===== config.mk =====
export PLATFORM = sky130hd
export DESIGN_NAME = insn_prefetch_queue_flat
export DESIGN_NICKNAME = d
export VERILOG_FILES = /design/src/rtl/insn_prefetch_queue_if.sv /design/src/rtl/insn_prefetch_queue.sv /design/src/flat_wrapper.sv
export SDC_FILE = /design/constraint.sdc
export NUM_CORES = 1
export LEC_CHECK = 0
export ABC_CLOCK_PERIOD_IN_PS = 4400
export CAP_MARGIN = 20
export CORE_MARGIN = 10
export CORE_UTILIZATION = 30
export DETAILED_ROUTE_END_ITERATION = 10
export MAX_ROUTING_LAYER = met4
export SYNTH_ARGS = -nofsm -noshare
export SYNTH_HDL_FRONTEND = slang
export SYNTH_SLANG_ARGS = --single-unit
export TNS_END_PERCENT = 10

===== constraint.sdc =====
create_clock -name clk -period 4.4 [get_ports clk]
set_input_delay 0.66 -clock clk [delete_from_list [all_inputs] [get_ports clk]]
set_output_delay 0.66 -clock clk [all_outputs]
set_load 0.02 [all_outputs]

===== src/rtl/insn_prefetch_queue_if.sv =====
// Instruction prefetch queue bus bundle.
// Groups the instruction-memory request channel and the decoder-facing queue
// head into a single interface.
//   master : the prefetch queue (drives the memory request and the queue head)
//   slave  : the environment (memory model and decoder)
// Signals:
//   imem_req_o / imem_addr_o   : read request and word address
//   imem_ack_i / imem_data_i   : request accepted, data returned in the same cycle
//   valid_o / insn_o / pc_o    : queue head
//   stall_i                    : decoder back-pressure
//   redirect_i / redirect_pc_i : flush and restart fetch at a new address
interface insn_prefetch_queue_if #(
  parameter int LEN_INSN = 32,
  parameter int LEN_ADDR = 16
);
  logic                imem_req_o;
  logic [LEN_ADDR-1:0] imem_addr_o;
  logic                imem_ack_i;
  logic [LEN_INSN-1:0] imem_data_i;
  logic                valid_o;
  logic [LEN_INSN-1:0] insn_o;
  logic [LEN_ADDR-1:0] pc_o;
  logic                stall_i;
  logic                redirect_i;
  logic [LEN_ADDR-1:0] redirect_pc_i;

  modport master (
    output imem_req_o, imem_addr_o, valid_o, insn_o, pc_o,
    input  imem_ack_i, imem_data_i, stall_i, redirect_i, redirect_pc_i
  );

  modport slave (
    input  imem_req_o, imem_addr_o, valid_o, insn_o, pc_o,
    output imem_ack_i, imem_data_i, stall_i, redirect_i, redirect_pc_i
  );
endinterface


===== src/rtl/insn_prefetch_queue.sv =====
// Instruction prefetch queue.
// Fetches sequential instruction words from a single-outstanding-request
// memory into a DEPTH-entry circular FIFO of {pc, insn}. The decoder pops the
// head whenever valid_o=1 and stall_i=0. A redirect flushes the queue and
// restarts fetch at redirect_pc_i; a request that is still in flight at that
// moment is tracked in DROP so its late data is thrown away.
// Ports:
//   clk : clock, rising edge
//   rst : asynchronous, active-low reset
//   bus : insn_prefetch_queue_if.master (memory request channel + queue head)
module insn_prefetch_queue #(
  parameter int                  LEN_INSN = 32,
  parameter int                  LEN_ADDR = 16,
  parameter int                  DEPTH    = 4,   // power of two, >= 2
  parameter logic [LEN_ADDR-1:0] RESET_PC = '0
) (
  input logic                   clk,
  input logic                   rst,
  insn_prefetch_queue_if.master bus
);

  localparam int                PTR_W   = $clog2(DEPTH);
  localparam int                CNT_W   = PTR_W + 1;
  localparam logic [CNT_W-1:0]  DEPTH_C = CNT_W'(DEPTH);

  typedef enum logic [1:0] {IDLE, REQ, DROP} state_e;

  typedef struct packed {
    logic [LEN_ADDR-1:0] pc;
    logic [LEN_INSN-1:0] insn;
  } entry_t;

  state_e              state_q, state_d;
  logic                req_q, req_d;
  logic [LEN_ADDR-1:0] addr_q, addr_d;
  logic [LEN_ADDR-1:0] fetch_pc_q, fetch_pc_d;
  logic [CNT_W-1:0]    count_q, count_d;
  logic [PTR_W-1:0]    rptr_q, rptr_d;
  logic [PTR_W-1:0]    wptr_q, wptr_d;
  entry_t              mem_q [DEPTH];

  logic                push, pop;
  logic [CNT_W-1:0]    count_next;

  // Redirect wins over both queue operations; only REQ can push because DROP
  // data belongs to a flushed instruction stream.
  assign pop        = (count_q != '0) && !bus.stall_i && !bus.redirect_i;
  assign push       = (state_q == REQ) && bus.imem_ack_i && !bus.redirect_i;
  assign count_next = count_q + CNT_W'(push) - CNT_W'(pop);

  // NOTE: every always_comb output gets a default before any branch, so no
  // path can leave it unassigned and infer a latch.
  always_comb begin
    state_d    = state_q;
    req_d      = req_q;
    addr_d     = addr_q;
    fetch_pc_d = fetch_pc_q;
    count_d    = count_next;
    rptr_d     = rptr_q + PTR_W'(pop);
    wptr_d     = wptr_q + PTR_W'(push);

    if (push) fetch_pc_d = addr_q + LEN_ADDR'(1);

    if (bus.redirect_i) begin
      count_d    = '0;
      rptr_d     = '0;
      wptr_d     = '0;
      fetch_pc_d = bus.redirect_pc_i;
    end

    unique case (state_q)
      IDLE: begin
        // A redirect spends one cycle in IDLE so the new fetch_pc is in place
        // before the first request goes out.
        if (!bus.redirect_i && (count_next < DEPTH_C)) begin
          state_d = REQ;
          req_d   = 1'b1;
          addr_d  = fetch_pc_q;
        end
      end
      REQ: begin
        if (bus.redirect_i) begin
          if (bus.imem_ack_i) begin
            state_d = IDLE;
            req_d   = 1'b0;
          end else begin
            // Request stays on the bus unchanged; its data is dropped later.
            state_d = DROP;
          end
        end else if (bus.imem_ack_i) begin
          if (count_next < DEPTH_C) begin
            addr_d = addr_q + LEN_ADDR'(1);
          end else begin
            state_d = IDLE;
            req_d   = 1'b0;
          end
        end
      end
      DROP: begin
        if (!bus.redirect_i && bus.imem_ack_i) begin
          state_d = IDLE;
          req_d   = 1'b0;
        end
      end
      default: begin
        state_d = IDLE;
        req_d   = 1'b0;
      end
    endcase
  end

  // NOTE: sequential state uses non-blocking assignments so every register
  // samples the pre-edge values regardless of statement order.
  always_ff @(posedge clk or negedge rst) begin
    if (!rst) begin
      state_q    <= IDLE;
      req_q      <= 1'b0;
      addr_q     <= RESET_PC;
      fetch_pc_q <= RESET_PC;
      count_q    <= '0;
      rptr_q     <= '0;
      wptr_q     <= '0;
    end else begin
      state_q    <= state_d;
      req_q      <= req_d;
      addr_q     <= addr_d;
      fetch_pc_q <= fetch_pc_d;
      count_q    <= count_d;
      rptr_q     <= rptr_d;
      wptr_q     <= wptr_d;
    end
  end

  // NOTE: queue storage has no reset; count gates valid_o, so stale entries
  // are never visible and the array can map onto plain flops or RAM.
  always_ff @(posedge clk) begin
    if (push) mem_q[wptr_q] <= '{pc: addr_q, insn: bus.imem_data_i};
  end

  assign bus.imem_req_o  = req_q;
  assign bus.imem_addr_o = addr_q;
  assign bus.valid_o     = (count_q != '0);
  assign bus.insn_o      = mem_q[rptr_q].insn;
  assign bus.pc_o        = mem_q[rptr_q].pc;

endmodule

===== src/flat_wrapper.sv =====
// flat-port wrapper written by rule: the top's interface ports become plain ports
module insn_prefetch_queue_flat 
#(
  parameter int                  LEN_INSN = 32,
  parameter int                  LEN_ADDR = 16,
  parameter int                  DEPTH    = 4,                        
  parameter logic [LEN_ADDR-1:0] RESET_PC = '0
)
  (clk, rst, bus_imem_req_o, bus_imem_addr_o, bus_valid_o, bus_insn_o, bus_pc_o, bus_imem_ack_i, bus_imem_data_i, bus_stall_i, bus_redirect_i, bus_redirect_pc_i);
  insn_prefetch_queue_if #(.LEN_INSN(LEN_INSN), .LEN_ADDR(LEN_ADDR)) bus_i ();
  input logic clk;
  input logic rst;
  output wire logic [$bits(bus_i.imem_req_o)-1:0] bus_imem_req_o;
  output wire logic [$bits(bus_i.imem_addr_o)-1:0] bus_imem_addr_o;
  output wire logic [$bits(bus_i.valid_o)-1:0] bus_valid_o;
  output wire logic [$bits(bus_i.insn_o)-1:0] bus_insn_o;
  output wire logic [$bits(bus_i.pc_o)-1:0] bus_pc_o;
  input wire logic [$bits(bus_i.imem_ack_i)-1:0] bus_imem_ack_i;
  input wire logic [$bits(bus_i.imem_data_i)-1:0] bus_imem_data_i;
  input wire logic [$bits(bus_i.stall_i)-1:0] bus_stall_i;
  input wire logic [$bits(bus_i.redirect_i)-1:0] bus_redirect_i;
  input wire logic [$bits(bus_i.redirect_pc_i)-1:0] bus_redirect_pc_i;
  assign bus_imem_req_o = bus_i.imem_req_o;
  assign bus_imem_addr_o = bus_i.imem_addr_o;
  assign bus_valid_o = bus_i.valid_o;
  assign bus_insn_o = bus_i.insn_o;
  assign bus_pc_o = bus_i.pc_o;
  assign bus_i.imem_ack_i = bus_imem_ack_i;
  assign bus_i.imem_data_i = bus_imem_data_i;
  assign bus_i.stall_i = bus_stall_i;
  assign bus_i.redirect_i = bus_redirect_i;
  assign bus_i.redirect_pc_i = bus_redirect_pc_i;
  insn_prefetch_queue #(.LEN_INSN(LEN_INSN), .LEN_ADDR(LEN_ADDR), .DEPTH(DEPTH), .RESET_PC(RESET_PC)) u_core (.clk(clk), .rst(rst), .bus(bus_i));
endmodule

Word-level counts from Yosys, hierarchy flattened
Memories as Yosys holds them, arrays and structs flattened.
Cells that the tools add are included.
{"block": "classes", "order_cmp": 1, "mux": 26, "n_addsub": 5, "n_eq_ne": 9, "n_reduce_logical": 15}
{"cell": "16-bit two-way mux", "count": 6}
{"cell": "16-bit one-hot mux with 2 select lines", "count": 1}
{"cell": "16-bit by 1-bit adder with 16-bit output (second input constant)", "count": 1}
{"cell": "2-bit two-way mux", "count": 8}
{"cell": "1-bit two-way mux", "count": 8}
{"cell": "4-bit AND reduction", "count": 2}
{"cell": "1-bit logical AND", "count": 6}
{"cell": "2-bit != test (second input constant)", "count": 3}
{"cell": "3-bit != test (second input constant)", "count": 2}
{"cell": "2-bit one-hot mux with 3 select lines", "count": 1}
{"cell": "5-bit AND reduction", "count": 1}
{"cell": "2-bit by 1-bit adder with 2-bit output", "count": 2}
{"cell": "2-bit by 1-bit != test with 1-bit output (second input constant)", "count": 2}
{"cell": "2-bit nonzero test", "count": 2}
{"cell": "3-bit by 1-bit adder with 3-bit output", "count": 1}
{"cell": "3-bit < comparator (second input constant)", "count": 1}
{"cell": "3-bit two-way mux", "count": 1}
{"cell": "1-bit one-hot mux with 3 select lines", "count": 1}
{"cell": "3-bit nonzero test", "count": 1}
{"cell": "3-bit by 1-bit subtractor with 3-bit output", "count": 1}
{"cell": "2-bit by 1-bit equality test with 1-bit output (second input constant)", "count": 1}
{"cell": "2-bit equality test (second input constant)", "count": 1}
{"cell": "1-bit zero test", "count": 2}
{"cell": "2-bit zero test", "count": 1}
{"block": "word_totals", "regBits": 42, "input_bits": 53, "mem_count": 1, "wordCells": 64, "out_inout_bits": 66, "mem_bits_rw": 192}
{"memory": "u_core.mem_q", "words": 4, "width": 48, "read_ports": 1, "rd_clocked_by_memory_dff": 0, "write_ports": 1, "line_no": "insn_prefetch_queue.sv:40", "source": "entry_t mem_q [DEPTH];"}

Logic depth before layout (Yosys ltp)
{"block": "logic_depth", "word_depth": 10, "mapped_depth": 14}

Least setup slack after synthesis
Ideal clock, no wire load.
{"block": "synth_timing", "path_kind": "input to register", "start": "input port bus_imem_ack_i", "end": "memory u_core.mem_q[0][0] (netlist name), enable pin", "setup_slack_ps": -390, "stages": 3, "arrival_time_ps": 4277, "required_ps": 3887, "path_cell_list": "nor2b_1 > nand2_1 > nor3_1"}
{"block": "synth_between", "elab_chain_len": 4}
{"item": "from (decl)", "line_no": "flat_wrapper.sv:18", "source": "input wire logic [$bits(bus_i.imem_ack_i)-1:0] bus_imem_ack_i;"}
{"item": "1-bit logical AND (2 in a row)", "line_no": "insn_prefetch_queue.sv:48", "source": "assign push = (state_q == REQ) && bus.imem_ack_i && !bus.redirect_i;"}
{"item": "1-bit two-way mux", "line_no": "insn_prefetch_queue.sv:137", "source": "if (push) mem_q[wptr_q] <= '{pc: addr_q, insn: bus.imem_data_i};"}
{"item": "1-bit two-way mux (implied by the code)", "line_no": "insn_prefetch_queue.sv:137"}
{"item": "to (decl)", "line_no": "insn_prefetch_queue.sv:40"}
Every way passes these cells.

Final worst setup path
{"block": "layout_timing", "start": "register u_core.rptr_q[0]", "end": "output port bus_insn_o[0]"}
{"block": "layout_between", "elab_chain_len": 1}
{"item": "from (decl)", "line_no": "insn_prefetch_queue.sv:38", "source": "logic [PTR_W-1:0] rptr_q, rptr_d;"}
{"item": "from (signal assigned)", "line_no": "insn_prefetch_queue.sv:129", "source": "rptr_q <= rptr_d;"}
{"item": "memory read 4 x 48 bit"}
{"item": "to (decl)", "line_no": "flat_wrapper.sv:16", "source": "output wire logic [$bits(bus_i.insn_o)-1:0] bus_insn_o;"}
Every way passes these cells.

==> summary.md <==
| Metric | Value |
|---|---|
| Global route overflow | 0 |
| Nets in the synthesized netlist | 577 |
| Number of antenna violations at the first check in global routing | 0 |
| Total DRC errors in the routed layout | 0 |
| Fillers | 2841 |
| Cell count after synthesis | 518 |
| Run status | finished clean |
| Sum of negative setup slack | 0 ps |
| Most used DFF post-synth | sky130_fd_sc_hd__edfxtp_1 |
| Class of the worst hold path | flip-flop to flip-flop |
| Count of max-cap constraint violations | 0 |
| Crit Path Max Fanout | 32 |
| Clock input transition at the sequential cells of the worst setup and hold paths | around 60 ps |
| Final setup vio count | 0 |
| Fin. max-slew vios | 0 |
| Total global-route track usage | 11.2% |
| Fmax | 0.281 GHz |
| Worst-case vdd ir drop | 0.301 mV |
| Total inserted antenna cells | 0 |
| Std cell rows | 64 |
| Slew of the pin with the lowest slew margin | 856 ps |
| Buffers added on ports | 118 |
| Antenna violation net count after detailed routing | 0 |
| Worst path arrival time | a little under 3000 ps |
| Top-area cell type share of the netlist area | approximately three fifths |
| Multi-input gate area | 0.00242 mm² |
| Cts bufs inserted | 26 |
| Area grow syn2layout | 27.0% |
| Startpoint-to-endpoint class of the critical path | flip-flop to output pin |
| Total power draw | around 6700 µW |
| Leak | approximately 0.0039 µW |
| Share of synthesized area occupied by flip-flops and latches | between 70% and 80% |
| Max transition margin | 42.9% |
| Area taken by flip-flops and latches | 0.00682 mm² |
| Worst hold margin | between 500 and 600 ps |
| Die Ht | 197 µm |
| Ys async rst share | between 10% and 20% |
| Routed vias/inst | around 4.8 |
| #FFs+latches synth | 234 |
| Number of library cell types mapped by synthesis | 55 |
| Cell area after synthesis | around 0.0094 mm² |
| Final weighted congestion in routability-driven placement | between 0.7 and 0.8 |
| Total I/O pin count | 119 |
| Nets@finish | 708 |
| Final clock period utilization by the worst path | slightly above 80% |
| Largest net degree at the start of global routing | 49 |
| Clock net sink count | 234 |
| Synth Area per Inst | around 18 µm² |
| Placeable core region | 0.0307 mm² |
| Post-route non-filler standard cell count | 1060 |
| Bufs on Longest Clock Path | 3 |
| DR WL/cell | 20.2 µm |
| Number of global-route vias before repair | between 5k and 6k |
| Cell area after layout | 0.0119 mm² |
| YS warnings | 0 |
| Layout cell share with drive strength beyond 1 | 16.9% |
| CTS H-tree lvls | 1 |
| DR pass1 iterations | 4 |
| Worst setup SP type | flip-flop |
| Largest area contributor in the netlist | sky130_fd_sc_hd__edfxtp_1 |
| TritonCTS clock tree | yes |
| Number of hold-slack violations in the final timing report | 0 |
| Global-route wire length before repair | 33400 µm |
| Effective utilization at floorplan | 30.5% |
| Post-route clock skew | 12.0 ps |
| Die area | 0.0387 mm² |
| Final HPWL DP | 13500 µm |
| Total instance count after detailed placement | 1016 |
| EDFF count, synth | about 190 |
| Areal power density over the cells | 563 mW/mm² |
| Synth area leaders | sky130_fd_sc_hd__edfxtp_1 (62%), sky130_fd_sc_hd__mux4_2 (12%), sky130_fd_sc_hd__dfrtp_1 (11%) |
| Post-layout minimum cycle time | ~3600 ps |
| Setup repair after global routing missed its margin | false |
| Post-CTS setup buffer count | 0 |
| Root buffer selected by CTS | sky130_fd_sc_hd__clkbuf_16 |
| Violation count after the first detailed-route iteration | around 270 |
| Via total after detailed routing | around 5.1k |
| Clk_lat worst skew | 520 ps |
| Sort of element at the end of the critical path | output pin |
| Data required time at the worst endpoint | 3740 ps |
| Placed Area | 0.0111 mm² |
| Final routed wirelength across all metal layers | 21400 µm |
| Width of the die | 197 µm |
==> worst paths after layout <==
| path | start | endpoint | slack [ps] | depth (start not counted) |
|---|---|---|---|---|
| min in group asynchronous | rst | u_core.fetch_pc_q[3]$_DFFE_PN0P_ | 550 | 2 |
| hold reg to reg | u_core.fetch_pc_q[15]$_DFFE_PN0P_ | u_core.bus.imem_addr_o[15]$_DFFE_PN0P_ | 540 | 2 |
| hold / removal | u_core.fetch_pc_q[15]$_DFFE_PN0P_ | u_core.bus.imem_addr_o[15]$_DFFE_PN0P_ | 540 | 2 |
| setup / recovery | u_core.rptr_q[0]$_DFF_PN0_ | bus_insn_o[0] | 840 | 3 |
| max in group asynchronous | rst | u_core.rptr_q[0]$_DFF_PN0_ | 3080 | 3 |
| setup reg to reg | u_core.state_q[1]$_DFFE_PN0P_ | u_core.bus.imem_addr_o[8]$_DFFE_PN0P_ | 1050 | 10 |
==> what timing repair did <==
action                                 CTS  global route
hold buffers                             1             0
resized for setup                        0             0
endpoints found under the hold margin    3             0
==> where the power goes <==
part	internal (µW)	total [µW]	leakage (µW)	switching, µW
combinational	755	1600	0.00128	844
clock	1280	2100	0.000397	815
sequential	2670	3010	0.00225	337
==> metal layers <==
metal | global-route usage, % | routed length, µm | vias up | share of wire, %
li1 | - | - | 2319 | -
met1 | 15.6 | 10300 | 2640 | 48
met2 | 16.5 | 9620 | 148 | 45
met3 | 2.41 | 1270 | 21 | 5.9
met4 | 2.22 | 210 | 0 | 0.98
met5 | - | 0 | - | 0
==> layout make-up <==
| class | instances | area share [%] |
|---|---|---|
| Clock buffer | 32 | 5.84 |
| Clock inverter | 11 | 1.09 |
| Inverter | 9 | 0.284 |
| Multi-Input combinational cell | 248 | 20.3 |
| Sequential cell | 234 | 57.3 |
| Tap cell | 396 | 4.16 |
| Timing Repair Buffer | 130 | 11.0 |
==> critical path, cell delays in order (launching register included) <==
cell,delay [ps]
sky130_fd_sc_hd__dfrtp_4,870
sky130_fd_sc_hd__buf_4,360
sky130_fd_sc_hd__mux4_2,550
sky130_fd_sc_hd__clkdlybuf4s50_1,570
==> cells in the mapped netlist (2+ instances only) <==
cell,count
sky130_fd_sc_hd__a211oi_1,3
sky130_fd_sc_hd__a21boi_0,3
sky130_fd_sc_hd__a21oi_1,17
sky130_fd_sc_hd__a22oi_1,4
sky130_fd_sc_hd__a2bb2oi_1,2
sky130_fd_sc_hd__a31oi_1,2
sky130_fd_sc_hd__and3_1,3
sky130_fd_sc_hd__and3b_1,7
sky130_fd_sc_hd__buf_1,5
sky130_fd_sc_hd__buf_2,11
sky130_fd_sc_hd__clkbuf_1,9
sky130_fd_sc_hd__dfrtp_1,42
sky130_fd_sc_hd__edfxtp_1,192
sky130_fd_sc_hd__ha_1,5
sky130_fd_sc_hd__inv_1,9
sky130_fd_sc_hd__mux2i_1,4
sky130_fd_sc_hd__mux4_2,48
sky130_fd_sc_hd__nand2_1,29
sky130_fd_sc_hd__nand2b_1,3
sky130_fd_sc_hd__nand3_1,10
sky130_fd_sc_hd__nand4_1,3
sky130_fd_sc_hd__nor2_1,20
sky130_fd_sc_hd__nor2b_1,4
sky130_fd_sc_hd__nor3_1,7
sky130_fd_sc_hd__nor3_2,2
sky130_fd_sc_hd__nor3b_1,3
sky130_fd_sc_hd__nor4_2,4
sky130_fd_sc_hd__o211ai_1,2
sky130_fd_sc_hd__o211ai_2,2
sky130_fd_sc_hd__o21ai_0,15
sky130_fd_sc_hd__o21ai_1,10
sky130_fd_sc_hd__o22ai_1,2
sky130_fd_sc_hd__o2bb2ai_1,2
sky130_fd_sc_hd__o31ai_1,3
sky130_fd_sc_hd__xnor2_1,10
sky130_fd_sc_hd__xor2_1,2
==> metrics by stage <==
step / util [%] / setup WS, ps
after global routing: 38.8 / 632
after global placement: 36.1 / 698
after detailed placement: 36.1 / 604
after floorplan: - / 734
final: 38.8 / 838
after CTS: 38.8 / 728
==> registers in the layout (all words and copies together) (netlist names) <==
register                count
u_core.mem_q              192
u_core.bus.imem_addr_o     16
u_core.fetch_pc_q          16
u_core.count_q              3
u_core.rptr_q               2
u_core.state_q              2
u_core.wptr_q               2
u_core.bus.imem_req_o       1
==> cell usage in the layout, fill, tap and decap left out, drive strengths merged, types with 2 or more instances in the layout <==
master	count
xnor2	10
a21oi	17
and3b	7
a31oi	2
nor4	6
mux4	48
o21ai	25
mux2i	4
nand2	29
nor2b	4
buf	12
nand3	11
o31ai	3
and3	3
a21boi	3
nor2	20
nor3	9
clkinv	6
xor2	2
inv	10
clkbuf	32
o2bb2ai	2
a211oi	3
dfrtp	42
nand4	4
a2bb2oi	2
nand2b	3
ha	5
o22ai	2
clkdlybuf4s50	117
edfxtp	192
o211ai	4
a22oi	4
nor3b	3
bufinv	3
==> cell families after synthesis <==
| group | synth area share [%] |
|---|---|
| flops | 72.8 |
| simple gates | 6.40 |
| compound gates | 4.79 |
| mux | 12.1 |
| buf+inv | 1.71 |
| xor+xnor | 1.36 |
| fa+ha+maj | 0.882 |
Note: power is estimated with default switching activity, not from simulation.
